==> config.mk <==
export PLATFORM = sky130hd
export DESIGN_NAME = iob_axi_slave
export DESIGN_NICKNAME = d
export VERILOG_FILES = /design/src/rtl/iob_axi_slave_pkg.sv /design/src/rtl/iob_axi_burst_addr.sv /design/src/rtl/iob_axi_slave.sv
export SDC_FILE = /design/constraint.sdc
export NUM_CORES = 1
export LEC_CHECK = 0
export CORE_MARGIN = 5
export CORE_UTILIZATION = 48
export DETAILED_ROUTE_END_ITERATION = 7
export GPL_ROUTABILITY_DRIVEN = 0
export PLACE_DENSITY = 0.87
export SLEW_MARGIN = 10
export SYNTH_ARGS = -nofsm -noshare
export SYNTH_HDL_FRONTEND = slang
export SYNTH_HIERARCHICAL = 1
export SYNTH_SLANG_ARGS = --single-unit
==> constraint.sdc <==
create_clock -name clk -period 5.4 [get_ports clk]
set_clock_uncertainty 0.1 [all_clocks]
set_input_delay 1.08 -clock clk [delete_from_list [all_inputs] [get_ports clk]]
set_output_delay 1.08 -clock clk [all_outputs]
set_load 0.03 [all_outputs]
==> src/rtl/iob_axi_slave_pkg.sv <==
// Shared constants and types for the iob AXI4 responder.
// Optional feature macro: IOB_AXI_SLAVE_WRAP_EN (enables WRAP burst decoding).
package iob_axi_slave_pkg;

    localparam int AXI_LEN_W = 8;

    localparam logic [1:0] AXI_BURST_FIXED = 2'b00;
    localparam logic [1:0] AXI_BURST_INCR  = 2'b01;
    localparam logic [1:0] AXI_BURST_WRAP  = 2'b10;

    localparam logic [1:0] AXI_RESP_OKAY   = 2'b00;
    localparam logic [1:0] AXI_RESP_SLVERR = 2'b10;

`ifdef IOB_AXI_SLAVE_WRAP_EN
    localparam bit WRAP_EN = 1'b1;
`else
    localparam bit WRAP_EN = 1'b0;
`endif

    typedef enum logic [1:0] {
        ST_IDLE    = 2'd0,
        ST_WR_DATA = 2'd1,
        ST_WR_RESP = 2'd2,
        ST_RD_DATA = 2'd3
    } state_t;

    typedef enum logic {
        RR_WRITE = 1'b0,
        RR_READ  = 1'b1
    } rr_t;

    // A burst is answered with SLVERR when its type cannot be honoured.
    // WRAP with a length other than 2/4/8/16 beats has no power-of-two window.
    function automatic logic burst_is_err(input logic [1:0] burst,
                                          input logic [AXI_LEN_W-1:0] len);
        logic err;
        err = 1'b0;
        case (burst)
            AXI_BURST_FIXED, AXI_BURST_INCR: err = 1'b0;
            AXI_BURST_WRAP:
                err = WRAP_EN ? !(len == 8'd1 || len == 8'd3 || len == 8'd7 || len == 8'd15)
                              : 1'b1;
            default: err = 1'b1;
        endcase
        return err;
    endfunction

endpackage

==> src/rtl/iob_axi_burst_addr.sv <==
// Beat address generator shared by the write and read paths.
// WRAP windows are honoured only when IOB_AXI_SLAVE_WRAP_EN is defined;
// otherwise WRAP and the reserved encoding step like INCR.
module iob_axi_burst_addr
    import iob_axi_slave_pkg::*;
#(
    parameter int ADDR_W = 32
) (
    input  logic                 clk,
    input  logic                 rst,
    input  logic                 i_load,
    input  logic [ADDR_W-1:0]    i_load_addr,
    input  logic                 i_advance,
    input  logic [2:0]           i_size,
    input  logic [AXI_LEN_W-1:0] i_len,
    input  logic [1:0]           i_burst,
    output logic [ADDR_W-1:0]    o_addr
);

    localparam logic [ADDR_W-1:0] ONE = {{(ADDR_W-1){1'b0}}, 1'b1};

    logic [ADDR_W-1:0] r_addr;
    logic [ADDR_W-1:0] w_incr;
    logic [ADDR_W-1:0] w_incr_addr;
    logic [ADDR_W-1:0] w_wrap_mask;
    logic [ADDR_W-1:0] w_wrap_addr;
    logic [ADDR_W-1:0] w_next_addr;

    assign w_incr      = ONE << i_size;
    assign w_incr_addr = r_addr + w_incr;
    // Window is (len+1)<<size bytes; the low bits advance, the high bits stay put.
    assign w_wrap_mask = (({{(ADDR_W-AXI_LEN_W){1'b0}}, i_len} + ONE) << i_size) - ONE;
    assign w_wrap_addr = (r_addr & ~w_wrap_mask) | (w_incr_addr & w_wrap_mask);

    // Select the following beat address by burst type.
    always_comb begin
        w_next_addr = w_incr_addr;
        case (i_burst)
            AXI_BURST_FIXED: w_next_addr = r_addr;
            AXI_BURST_WRAP:  w_next_addr = WRAP_EN ? w_wrap_addr : w_incr_addr;
            default:         w_next_addr = w_incr_addr;
        endcase
    end

    // Current beat address: loaded on grant, stepped after each completed iob access.
    always_ff @(posedge clk or posedge rst) begin
        if (rst) begin
            r_addr <= '0;
        end else if (i_load) begin
            r_addr <= i_load_addr;
        end else if (i_advance) begin
            r_addr <= w_next_addr;
        end
    end

    assign o_addr = r_addr;

endmodule

==> src/rtl/iob_axi_slave.sv <==
// AXI4 responder that serialises every burst beat into one native iob access.
// One transaction at a time, reads and writes arbitrated round-robin.
// Optional feature macro: IOB_AXI_SLAVE_WRAP_EN (legal WRAP bursts).
//
//  state      | meaning
//  -----------+--------------------------------------------------------
//  ST_IDLE    | awready/arready offered to the granted channel
//  ST_WR_DATA | accept W beats into a one-entry buffer, issue iob writes
//  ST_WR_RESP | hold B response until bready
//  ST_RD_DATA | issue iob reads into the R holding register until rlast drains
module iob_axi_slave
    import iob_axi_slave_pkg::*;
#(
    parameter int ADDR_W = 32,
    parameter int DATA_W = 32,
    parameter int ID_W   = 1
) (
    input  logic                  clk,
    input  logic                  rst,

    input  logic [ID_W-1:0]       s_axi_awid,
    input  logic [ADDR_W-1:0]     s_axi_awaddr,
    input  logic [AXI_LEN_W-1:0]  s_axi_awlen,
    input  logic [2:0]            s_axi_awsize,
    input  logic [1:0]            s_axi_awburst,
    input  logic                  s_axi_awvalid,
    output logic                  s_axi_awready,

    input  logic [DATA_W-1:0]     s_axi_wdata,
    input  logic [DATA_W/8-1:0]   s_axi_wstrb,
    input  logic                  s_axi_wlast,
    input  logic                  s_axi_wvalid,
    output logic                  s_axi_wready,

    output logic [ID_W-1:0]       s_axi_bid,
    output logic [1:0]            s_axi_bresp,
    output logic                  s_axi_bvalid,
    input  logic                  s_axi_bready,

    input  logic [ID_W-1:0]       s_axi_arid,
    input  logic [ADDR_W-1:0]     s_axi_araddr,
    input  logic [AXI_LEN_W-1:0]  s_axi_arlen,
    input  logic [2:0]            s_axi_arsize,
    input  logic [1:0]            s_axi_arburst,
    input  logic                  s_axi_arvalid,
    output logic                  s_axi_arready,

    output logic [ID_W-1:0]       s_axi_rid,
    output logic [DATA_W-1:0]     s_axi_rdata,
    output logic [1:0]            s_axi_rresp,
    output logic                  s_axi_rlast,
    output logic                  s_axi_rvalid,
    input  logic                  s_axi_rready,

    output logic                  iob_valid,
    output logic [ADDR_W-1:0]     iob_addr,
    output logic [DATA_W-1:0]     iob_wdata,
    output logic [DATA_W/8-1:0]   iob_wstrb,
    input  logic [DATA_W-1:0]     iob_rdata,
    input  logic                  iob_ready
);

    state_t                 r_state;
    rr_t                    r_rr_last;
    logic [ID_W-1:0]        r_id;
    logic [AXI_LEN_W-1:0]   r_len;
    logic [2:0]             r_size;
    logic [1:0]             r_burst;
    logic [AXI_LEN_W-1:0]   r_beat_cnt;
    logic                   r_err;

    logic                   r_wbuf_full;
    logic [DATA_W-1:0]      r_wdata;
    logic [DATA_W/8-1:0]    r_wstrb;

    logic                   r_bvalid;

    logic                   r_rvalid;
    logic [DATA_W-1:0]      r_rdata;
    logic                   r_rlast;
    logic                   r_rd_done;
    logic                   r_iob_pend;

    logic                   w_idle;
    logic                   w_grant_w;
    logic                   w_grant_r;
    logic                   w_last_beat;
    logic                   w_w_accept;
    logic                   w_iob_valid_wr;
    logic                   w_iob_valid_rd;
    logic                   w_iob_done;
    logic [ADDR_W-1:0]      w_addr;

    assign w_idle      = (r_state == ST_IDLE);
    // On contention the channel not served last wins.
    assign w_grant_w   = w_idle && s_axi_awvalid && (!s_axi_arvalid || (r_rr_last == RR_READ));
    assign w_grant_r   = w_idle && s_axi_arvalid && (!s_axi_awvalid || (r_rr_last == RR_WRITE));
    assign w_last_beat = (r_beat_cnt == r_len);
    assign w_w_accept  = s_axi_wvalid && s_axi_wready;

    assign w_iob_valid_wr = (r_state == ST_WR_DATA) && r_wbuf_full;
    // Once raised, a read request is held until iob_ready even if rready drops.
    assign w_iob_valid_rd = (r_state == ST_RD_DATA) && !r_rd_done
                            && (r_iob_pend || !r_rvalid || s_axi_rready);
    assign w_iob_done     = (w_iob_valid_wr || w_iob_valid_rd) && iob_ready;

    iob_axi_burst_addr #(
        .ADDR_W (ADDR_W)
    ) u_burst_addr (
        .clk         (clk),
        .rst         (rst),
        .i_load      (w_grant_w || w_grant_r),
        .i_load_addr (w_grant_w ? s_axi_awaddr : s_axi_araddr),
        .i_advance   (w_iob_done),
        .i_size      (r_size),
        .i_len       (r_len),
        .i_burst     (r_burst),
        .o_addr      (w_addr)
    );

    // Transaction sequencing, W buffering and R/B response registers.
    always_ff @(posedge clk or posedge rst) begin
        if (rst) begin
            r_state     <= ST_IDLE;
            r_rr_last   <= RR_WRITE;
            r_id        <= '0;
            r_len       <= '0;
            r_size      <= '0;
            r_burst     <= '0;
            r_beat_cnt  <= '0;
            r_err       <= 1'b0;
            r_wbuf_full <= 1'b0;
            r_wdata     <= '0;
            r_wstrb     <= '0;
            r_bvalid    <= 1'b0;
            r_rvalid    <= 1'b0;
            r_rdata     <= '0;
            r_rlast     <= 1'b0;
            r_rd_done   <= 1'b0;
            r_iob_pend  <= 1'b0;
        end else begin
            case (r_state)
                ST_IDLE: begin
                    if (w_grant_w) begin
                        r_id       <= s_axi_awid;
                        r_len      <= s_axi_awlen;
                        r_size     <= s_axi_awsize;
                        r_burst    <= s_axi_awburst;
                        r_err      <= burst_is_err(s_axi_awburst, s_axi_awlen);
                        r_beat_cnt <= '0;
                        r_rr_last  <= RR_WRITE;
                        r_state    <= ST_WR_DATA;
                    end else if (w_grant_r) begin
                        r_id       <= s_axi_arid;
                        r_len      <= s_axi_arlen;
                        r_size     <= s_axi_arsize;
                        r_burst    <= s_axi_arburst;
                        r_err      <= burst_is_err(s_axi_arburst, s_axi_arlen);
                        r_beat_cnt <= '0;
                        r_rd_done  <= 1'b0;
                        r_iob_pend <= 1'b0;
                        r_rr_last  <= RR_READ;
                        r_state    <= ST_RD_DATA;
                    end
                end

                ST_WR_DATA: begin
                    // The buffer holds one beat, so the accepted beat index equals r_beat_cnt.
                    if (w_w_accept) begin
                        r_wbuf_full <= 1'b1;
                        r_wdata     <= s_axi_wdata;
                        r_wstrb     <= s_axi_wstrb;
                        if (s_axi_wlast != w_last_beat) begin
                            r_err <= 1'b1;
                        end
                    end
                    if (w_iob_done) begin
                        r_wbuf_full <= 1'b0;
                        if (w_last_beat) begin
                            r_bvalid <= 1'b1;
                            r_state  <= ST_WR_RESP;
                        end else begin
                            r_beat_cnt <= r_beat_cnt + 8'd1;
                        end
                    end
                end

                ST_WR_RESP: begin
                    if (s_axi_bready) begin
                        r_bvalid <= 1'b0;
                        r_state  <= ST_IDLE;
                    end
                end

                ST_RD_DATA: begin
                    r_iob_pend <= w_iob_valid_rd && !iob_ready;
                    if (w_iob_done) begin
                        r_rdata  <= iob_rdata;
                        r_rvalid <= 1'b1;
                        r_rlast  <= w_last_beat;
                        if (w_last_beat) begin
                            r_rd_done <= 1'b1;
                        end else begin
                            r_beat_cnt <= r_beat_cnt + 8'd1;
                        end
                    end else if (r_rvalid && s_axi_rready) begin
                        r_rvalid <= 1'b0;
                        if (r_rlast) begin
                            r_rlast <= 1'b0;
                            r_state <= ST_IDLE;
                        end
                    end
                end

                default: r_state <= ST_IDLE;
            endcase
        end
    end

    assign s_axi_awready = w_grant_w;
    assign s_axi_arready = w_grant_r;
    assign s_axi_wready  = (r_state == ST_WR_DATA) && !r_wbuf_full;

    assign s_axi_bvalid  = r_bvalid;
    assign s_axi_bid     = r_id;
    assign s_axi_bresp   = r_err ? AXI_RESP_SLVERR : AXI_RESP_OKAY;

    assign s_axi_rvalid  = r_rvalid;
    assign s_axi_rid     = r_id;
    assign s_axi_rdata   = r_rdata;
    assign s_axi_rlast   = r_rlast;
    assign s_axi_rresp   = r_err ? AXI_RESP_SLVERR : AXI_RESP_OKAY;

    assign iob_valid     = w_iob_valid_wr || w_iob_valid_rd;
    assign iob_addr      = w_addr;
    assign iob_wdata     = r_wdata;
    assign iob_wstrb     = (r_state == ST_WR_DATA) ? r_wstrb : '0;

endmodule

==> impl_metrics.toml, run 1 <==
[status]
outcome = "complete, no violations"

[global_route]
grt_antenna_before_repair = 4
vias_in_the_first_global_route = 7051
groute.usage.overall_pct = 26.8
grt_start_max_net_pins = 64
globalRoute.totalOverflow = 0
first_pass_grt_wire_length_um = 37600

[finish]
area_added_between_synthesis_and_finish_pct = 49.0
design.final.nets = 1185
fin_cells = 1203
diodes = 0
final_cell_mix = "278 x sky130_fd_sc_hd__clkdlybuf4s50_1, 169 x sky130_fd_sc_hd__nand2_1, 132 x sky130_fd_sc_hd__dfrtp_1"
final_core_util_pct = 72.6
most_frequent_standard_cell_in_the_layout_excluding_fill_and_tap_cells = "sky130_fd_sc_hd__clkdlybuf4s50_1"
layout-drive-gt1-share_pct = 12.6

[setup_path]
cp-end-kind = "output port"
crit_type = "in -> out"
critPathLaunchType = "input pin"
path_max_fanout = 18
required_worst_endpoint_ps = 4220
worst-endpoint-arrival_ps = 3180

[synthesis]
ys_async_sr_fraction_pct = 100
synth_cell_types = 67
syn-instance-count = 742
synth-edff-count = 0
yosys-top-cells-area = "sky130_fd_sc_hd__dfrtp_1 47%, sky130_fd_sc_hd__mux2_2 11%, sky130_fd_sc_hd__nand2_1 9.0%, sky130_fd_sc_hd__nand3_1 2.6%, sky130_fd_sc_hd__nor2_1 2.3%"
mapped_cell_area_sq_um = 7050
synth_top_area_share_pct = 46.8
syn_area_per_cell_sq_um = 9.51
synthDominantAreaCellType = "sky130_fd_sc_hd__dfrtp_1"
ys_seq_area_share_pct = 46.8
synth_warnings = 6
synth-main-ff-cell = "sky130_fd_sc_hd__dfrtp_1"
yosys_register_bits = 132

[sta]
minimum_period_implied_by_the_final_worst_setup_slack_ps = 4360
hold_violations = 0
setup_repair_after_global_routing_missed_its_margin = "false"
finalSetupViolCount = 0
report.final.slew_viol_count = 0
summed_negative_setup_slack_over_all_endpoints_ps = 0
max-slew-margin-rel_pct = 34.6
tightest_slew_ps = 975
final_worst_path_cycle_share_pct = 80.8
fmaxAchievable_mhz = 229

[clock_tree]
cts.path.max_buffers = 2
clkTransAtPathRegs_ps = 60
insertion_delay_ps = 420
cts_tree = "done"
cts_sinks = 132
postCtsResizedCells = 0
cts.hold.buffers_added = 0
cts_made_buffers = 17
post-cts-setup-buffers = 0
cts_root_buf = "sky130_fd_sc_hd__clkbuf_16"
clock_tree.htree_level_count = 4

[die]
initial_cell_density_of_the_core_pct = 48.7
placementRows = 44
die_h_um = 131
die_x_um = 131
ios = 282
floorplan.core_area_sq_um = 14500
design.die.area_sq_um = 17200

[place]
hpwlAfterDp_um = 17200
port-buffer-count = 279
dp_cells = 1171

[route]
drt_iter0_markers = 481
first_pass_iters = 5
vias = 6776
routed_wirelength_um = 23300
detail_route.drc_violations = 0
route.antenna.remaining_nets = 0
routed_wire_length_per_instance_um = 19.4
avgViaCountPerCell = 5.63

[worst_hold_path]
worstHoldPathType = "reg -> reg"

[power_and_ir_drop]
power_density_cells_nw_per_um2 = 539
max-vdd-ir-drop_uv = 453
leakage_nw = 4.48
power.total_mw = 5.67

[flow_run]
max_cap_violations = 0
-- report_power, final --
| group | internal, mW | switching (mW) |
|---|---|---|
| Sequential | 1.41 | 0.362 |
| Clock | 0.649 | 0.465 |
| Combinational | 1.25 | 1.53 |
| Total | 3.31 | 2.36 |
-- cells by family (layout without fill, tap and decap cells) --
kind of cell / after synthesis / count (layout) / synth area share [%]
AO/OA/AOI/OAI: 123 / 123 / 11.9
adder cells (fa/ha/maj): 10 / 10 / 1.88
flip-flops: 132 / 132 / 46.8
buffers and inverters: 60 / 336 / 3.96
XOR/XNOR: 21 / 21 / 2.61
other: 1 / 2 / 0.0532
AND/OR/NAND/NOR: 319 / 319 / 20.8
multiplexers: 76 / 76 / 12.0
-- worst paths after layout --
path,start,to,slack [ps],depth (start not counted)
setup / recovery,s_axi_awvalid,s_axi_arready,1040,5
hold / removal,r_rr_last,r_rr_last,400,2
setup reg to reg,r_state[1],u_burst_addr/o_addr[23],1680,9
hold reg to reg,r_rr_last,r_rr_last,400,2
max in group asynchronous,rst,s_axi_rdata[14],3140,3
min in group asynchronous,rst,u_burst_addr/o_addr[24],1050,3
-- Yosys cell counts (10+ instances only) --
| master | instances |
|---|---|
| sky130_fd_sc_hd__clkbuf_1 | 22 |
| sky130_fd_sc_hd__nor2_1 | 43 |
| sky130_fd_sc_hd__dfrtp_1 | 132 |
| sky130_fd_sc_hd__xor2_1 | 10 |
| sky130_fd_sc_hd__mux2_2 | 68 |
| sky130_fd_sc_hd__xnor2_1 | 11 |
| sky130_fd_sc_hd__a31oi_1 | 20 |
| sky130_fd_sc_hd__a21oi_1 | 17 |
| sky130_fd_sc_hd__o21ai_0 | 27 |
| sky130_fd_sc_hd__nand2_1 | 169 |
| sky130_fd_sc_hd__nand4_1 | 10 |
| sky130_fd_sc_hd__inv_1 | 14 |
| sky130_fd_sc_hd__buf_2 | 12 |
| sky130_fd_sc_hd__nand3_1 | 37 |
-- worst max-delay path, stage by stage --
cell	delay (ps)
sky130_fd_sc_hd__clkdlybuf4s50_1	470
sky130_fd_sc_hd__nand2_1	110
sky130_fd_sc_hd__nand3_2	300
sky130_fd_sc_hd__inv_1	460
sky130_fd_sc_hd__clkdlybuf4s50_1	760
-- flip-flops by register name, indices dropped and copies added, names as in the netlist --
register,count
r_wstrb,4
r_burst,2
r_state,2
r_rd_done,1
r_wbuf_full,1
u_burst_addr/o_addr,32
s_axi_rlast,1
r_rr_last,1
r_len,8
r_beat_cnt,8
r_size,3
s_axi_bid,1
s_axi_rvalid,1
iob_wdata,32
s_axi_rdata,32
r_iob_pend,1
r_err,1
s_axi_bvalid,1
-- through the flow --
| stage | cell area (sq um) | hold slack (ps) | setup WS, ps |
|---|---|---|---|
| 4_1_cts | 10500 | 408 | 1050 |
| 3_3_place_gp | 9940 | 384 | 837 |
| 5_1_grt | 10500 | 422 | 804 |
| 2_1_floorplan | 7060 | 360 | 1600 |
| 6_report | 10500 | 404 | 1040 |
| 3_5_place_dp | 9940 | 395 | 767 |
-- layer usage --
metal	vias to the layer above	GRT usage, %	routed length, um
li1	3142	-	-
met3	61	10.0	2120
met2	307	45.7	11700
met1	3258	30.7	8780
met4	8	9.82	655
met5	-	0	40
-- layout make-up --
class                           count  area [sq um]
Fill cell                        1001          3970
Timing Repair Buffer              288          2860
Multi-Input combinational cell    551          3480
Clock buffer                       18           439
Sequential cell                   132          3300
Inverter                           16          63.8
Clock inverter                     14           133
Tap cell                          184           230
(Power assumes the default switching activity.)
==> run 2: changes to the inputs <==
--- a/config.mk
+++ b/config.mk
@@ -6,10 +6,10 @@
 export NUM_CORES = 1
 export LEC_CHECK = 0
 export CORE_MARGIN = 5
-export CORE_UTILIZATION = 48
+export CORE_UTILIZATION = 44
 export DETAILED_ROUTE_END_ITERATION = 7
 export GPL_ROUTABILITY_DRIVEN = 0
-export PLACE_DENSITY = 0.87
+export PLACE_DENSITY = 0.81
 export SLEW_MARGIN = 10
 export SYNTH_ARGS = -nofsm -noshare
 export SYNTH_HDL_FRONTEND = slang
==> constraint.sdc (replaced) <==
create_clock -name clk -period 4.2 [get_ports clk]
set_clock_uncertainty 0.1 [all_clocks]
set_input_delay 0.84 -clock clk [delete_from_list [all_inputs] [get_ports clk]]
set_output_delay 0.84 -clock clk [all_outputs]
set_load 0.03 [all_outputs]
==> run 2 against run 1 <==
Worst hold slack better by 0.54 ps. Clock power up 30%. Sequential share of layout area down 0.25 points.
==> impl_metrics.toml, run 2 (same netlist as run 1, synthesis figures left out) <==
[status]
outcome = "complete, no violations"

[global_route]
grt_start_max_net_pins = 69
globalRoute.totalOverflow = 0
grt_antenna_before_repair = 0
vias_in_the_first_global_route = 6970
groute.usage.overall_pct = 24.4
first_pass_grt_wire_length_um = 35500

[setup_path]
crit_type = "in -> reg"
source_of_the_critical_timing_path = "s_axi_rready"
path_max_fanout = 11
cp_top_family = "simple AND/OR/NAND/NOR gates"
worstReg2RegStart = "r_state[1]"
crit_top_cell = "sky130_fd_sc_hd__or4_1"
r2r_setup_slack_ps = 890
cp-end-kind = "flip-flop"
worst-endpoint-arrival_ps = 3870
timing.critical_path.cells = "clkdlybuf4s50_1, and4bb_1, a211oi_2, nand3_2, clkinv_2, o21ai_1, or4_1, or2_1, or4_1, a31oi_1"
crit_slowest_cell = "sky130_fd_sc_hd__or4_1"
critPathLaunchType = "input pin"
cp_peak_stage_delay_ps = 550
required_worst_endpoint_ps = 4440
crit_buf_inv = 2

[power_and_ir_drop]
cellInternalPower_mw = 4.31
net-switching-power_mw = 2.96
max-vdd-ir-drop_uv = 483
power_density_cells_nw_per_um2 = 686
combinationalPowerShare_pct = 48.9
leakage_nw = 4.51
power.total_mw = 7.27
share_clk_of_total_power_pct = 19.8
seq_power_share_pct = 31.2
power.share.switching_pct = 40.7

[die]
placementRows = 46
floorplan.core_area_sq_um = 15800
initial_cell_density_of_the_core_pct = 44.6
design.die.area_sq_um = 18700
ios = 282
die_x_um = 137
die_h_um = 137

[clock_tree]
cts_tree = "done"
clkTransAtPathRegs_ps = 60
insertion_delay_ps = 420
postCtsResizedCells = 0
cts_made_buffers = 17
clock_tree.htree_level_count = 4
cts.hold.buffers_added = 0
post-cts-setup-buffers = 0
cts.path.max_buffers = 2
cts_root_buf = "sky130_fd_sc_hd__clkbuf_16"
cts_sinks = 132

[sta]
minimum_period_implied_by_the_final_worst_setup_slack_ps = 3630
worst_slack_ps = 569
fmaxAchievable_mhz = 275
setup_repair_after_global_routing_missed_its_margin = "false"
report.final.slew_viol_count = 0
finalSetupViolCount = 0
tightest_slew_ps = 967
max-slew-margin-rel_pct = 35.4
summed_negative_setup_slack_over_all_endpoints_ps = 0
hold_violations = 0
final_worst_path_cycle_share_pct = 86.5

[place]
pre_cts_ws_ps = 171
port-buffer-count = 279
hpwlAfterDp_um = 16900

[finish]
final_cell_mix = "278 x sky130_fd_sc_hd__clkdlybuf4s50_1, 169 x sky130_fd_sc_hd__nand2_1, 132 x sky130_fd_sc_hd__dfrtp_1"
area_added_between_synthesis_and_finish_pct = 50.2
design.final.nets = 1191
diodes = 0
layout-drive-gt1-share_pct = 12.7
fillCellCount = 1220
regArea_sq_um = 3300
most_frequent_standard_cell_in_the_layout_excluding_fill_and_tap_cells = "sky130_fd_sc_hd__clkdlybuf4s50_1"
multi_input_area_sq_um = 3480

[route]
detail_route.drc_violations = 0
drt_iter0_markers = 347
routed_wirelength_um = 22700
routed_wire_length_per_instance_um = 18.3
avgViaCountPerCell = 5.35
vias = 6634
route.antenna.remaining_nets = 0
first_pass_iters = 4

[flow_run]
max_cap_violations = 0

[worst_hold_path]
worstHoldPathType = "reg -> reg"
timing.hold.worst.start = "r_wstrb[1]"
## run 2: cell types whose count changed in the layout (fill, tap and decap cells not counted)
cell / before / now
sky130_fd_sc_hd__clkinvlp_4: 3 / 2
sky130_fd_sc_hd__clkbuf_1: 0 / 3
sky130_fd_sc_hd__clkinv_4: 7 / 1
sky130_fd_sc_hd__buf_12: 0 / 1
sky130_fd_sc_hd__inv_6: 1 / 0
sky130_fd_sc_hd__clkinv_2: 3 / 6
sky130_fd_sc_hd__buf_4: 10 / 15
sky130_fd_sc_hd__bufinv_16: 1 / 2
## run 2: worst register-to-register path, delay by kind of cell, from the launching register on
kind / cells / cell delay (ps)
compound gates: 3 / 560
buf+inv: 1 / 160
flops: 1 / 530
simple gates: 5 / 1900
## run 2: through the flow
step	instances	utilization [%]	hold WS (ps)	area (sq um)
2_1_floorplan	743	-	360	7060
3_3_place_gp	1209	63.4	375	10000
3_5_place_dp	1209	63.4	392	10000
4_1_cts	1240	66.9	405	10600
5_1_grt	1240	66.9	422	10600
6_report	1240	66.9	405	10600
## run 2: final cells by class
cell class,count,share of cell area [%]
Clock inverter,10,1.03
Inverter,16,0.602
Clock buffer,21,4.25
Sequential cell,132,31.2
Timing Repair Buffer,294,27.5
Tap cell,216,2.55
Multi-Input combinational cell,551,32.9
## run 2: path summary, 6_finish.rpt
kind | to | cells after the start
worst max-delay path | u_burst_addr/o_addr[26] | 10
worst min-delay path | r_wstrb[1] | 1
worst max register to register | u_burst_addr/o_addr[26] | 9
worst min register to register | r_wstrb[1] | 1
max in group asynchronous | r_beat_cnt[6] | 3
min in group asynchronous | s_axi_rdata[28] | 2
## run 2: power by group through the flow
stage | sequential (mW) | combinational (mW) | clock [mW]
floorplan | 3.00 | 1.32 | 0
global placement | 2.24 | 3.51 | 0
detailed placement | 2.28 | 3.55 | 0
CTS | 2.27 | 3.58 | 1.46
global route | 2.35 | 3.79 | 1.52
finish | 2.27 | 3.56 | 1.44
## run 2: routing by layer
layer	up-vias	wire, um	global-route usage (%)	share of wire, %
met5	-	0	0	0
met3	35	2190	9.82	9.7
met1	3164	8480	27.2	37
met2	287	11500	42.3	51
li1	3148	-	-	-
met4	0	526	8.06	2.3
==> run 3: changes to the inputs <==
--- a/config.mk
+++ b/config.mk
@@ -6,10 +6,9 @@
 export NUM_CORES = 1
 export LEC_CHECK = 0
 export CORE_MARGIN = 5
-export CORE_UTILIZATION = 44
+export CORE_UTILIZATION = 30
 export DETAILED_ROUTE_END_ITERATION = 7
 export GPL_ROUTABILITY_DRIVEN = 0
-export PLACE_DENSITY = 0.81
 export SLEW_MARGIN = 10
 export SYNTH_ARGS = -nofsm -noshare
 export SYNTH_HDL_FRONTEND = slang
==> run 3 against run 2 <==
Worst hold slack lost 6.4 ps. First-iteration DRC count up 5.8%. Critical path type unchanged. Maximum frequency shrank 0.34%. Largest power group unchanged.
==> impl_metrics.toml, run 3 (same netlist as run 1, synthesis figures left out) <==
[die]
floorplan.core_area_sq_um = 23300
design.die.area_sq_um = 26700
die_x_um = 163
ios = 282
initial_cell_density_of_the_core_pct = 30.2
die_h_um = 163
placementRows = 56

[clock_tree]
cts.hold.buffers_added = 0
clock_tree.htree_level_count = 4
post-cts-setup-buffers = 0
cts_made_buffers = 17
cts.path.max_buffers = 2
clkTransAtPathRegs_ps = 60
postCtsResizedCells = 0
cts_root_buf = "sky130_fd_sc_hd__clkbuf_16"
cts_tree = "done"
insertion_delay_ps = 420
cts_sinks = 132

[power_and_ir_drop]
power_density_cells_nw_per_um2 = 672
power.total_mw = 7.23
max-vdd-ir-drop_uv = 374
leakage_nw = 4.54

[setup_path]
cp-end-kind = "flip-flop"
required_worst_endpoint_ps = 4440
timing.critical_path.cells = "clkdlybuf4s50_1, and4bb_1, a211oi_2, nand3_2, clkinv_2, o21ai_1, or4_1, or2_1, or4_1, a31oi_1"
crit_top_cell = "sky130_fd_sc_hd__or4_1"
cp_peak_stage_delay_ps = 560
crit_type = "in -> reg"
r2r_setup_slack_ps = 870
crit_slowest_cell = "sky130_fd_sc_hd__or4_1"
worst-endpoint-arrival_ps = 3880
path_max_fanout = 11
critPathLaunchType = "input pin"

[global_route]
globalRoute.totalOverflow = 0
groute.usage.overall_pct = 16.8
first_pass_grt_wire_length_um = 35600
grt_antenna_before_repair = 1
vias_in_the_first_global_route = 6672
grt_start_max_net_pins = 62

[route]
first_pass_iters = 5
routed_wirelength_um = 22600
avgViaCountPerCell = 4.82
detail_route.drc_violations = 0
routed_wire_length_per_instance_um = 16.8
route.antenna.remaining_nets = 0
drt_iter0_markers = 367
vias = 6489

[status]
outcome = "complete, no violations"

[finish]
regArea_sq_um = 3300
design.final.nets = 1192
final_cell_mix = "278 x sky130_fd_sc_hd__clkdlybuf4s50_1, 169 x sky130_fd_sc_hd__nand2_1, 132 x sky130_fd_sc_hd__dfrtp_1"
fillCellCount = 2231
diodes = 0
most_frequent_standard_cell_in_the_layout_excluding_fill_and_tap_cells = "sky130_fd_sc_hd__clkdlybuf4s50_1"
layout-drive-gt1-share_pct = 13.2
multi_input_area_sq_um = 3480
area_added_between_synthesis_and_finish_pct = 52.7

[sta]
finalSetupViolCount = 0
report.final.slew_viol_count = 0
fin_worst_hold_slack_ps = 398
hold_violations = 0
final_worst_path_cycle_share_pct = 86.7
fmaxAchievable_mhz = 274
max-slew-margin-rel_pct = 40.6
minimum_period_implied_by_the_final_worst_setup_slack_ps = 3640
setup_repair_after_global_routing_missed_its_margin = "false"
tightest_slew_ps = 886
summed_negative_setup_slack_over_all_endpoints_ps = 0

[place]
port-buffer-count = 279
hpwlAfterDp_um = 17000

[flow_run]
max_cap_violations = 0

[worst_hold_path]
worstHoldPathType = "reg -> reg"
[run 3: layout make-up]
type,count,area share (%)
multi-input combinational,551,32.3
clock inverter,15,1.38
clock buffer,17,3.95
sequential,132,30.7
inverter,16,0.593
tap,319,3.71
timing repair buffer,295,27.4
[run 3: power by group]
| group | total [mW] | leakage (nW) | internal [mW] | switching (mW) |
|---|---|---|---|---|
| Clock | 1.47 | 0.282 | 0.832 | 0.637 |
| Combinational | 3.53 | 2.67 | 1.61 | 1.92 |
| Sequential | 2.23 | 1.59 | 1.82 | 0.418 |
[run 3: critical path, delay by kind of cell]
kind / cells / cell delay (ps)
compound gates: 3 / 520
buf+inv: 2 / 640
simple gates: 5 / 1860
[run 3: worst paths after layout]
kind	startpoint	endpoint	cells past startpoint
worst min register to register	r_wstrb[2]	r_wstrb[2]	1
max in group asynchronous	rst	r_iob_pend	3
worst max-delay path	s_axi_rready	u_burst_addr/o_addr[28]	10
worst max register to register	r_state[1]	u_burst_addr/o_addr[28]	9
min in group asynchronous	rst	u_burst_addr/o_addr[26]	3
worst min-delay path	r_wstrb[2]	r_wstrb[2]	1
[run 3: per-stage QoR]
step | util (%) | worst slack, ps | instance area, sq um | std cells
floorplan | - | 641 | 7060 | 743
global placement | 43.7 | 186 | 10200 | 1313
detailed placement | 43.7 | 152 | 10200 | 1313
CTS | 46.2 | 588 | 10800 | 1345
global route | 46.2 | 422 | 10800 | 1345
finish | 46.2 | 557 | 10800 | 1345
[run 3: per-layer routing]
layer / share of wire [%] / track usage (%) / wire length [um]
met2: 47 / 27.1 / 10700
met3: 9.9 / 6.74 / 2240
met5: 0.089 / 0 / 20
met4: 1.4 / 4.96 / 316
met1: 41 / 20.8 / 9280
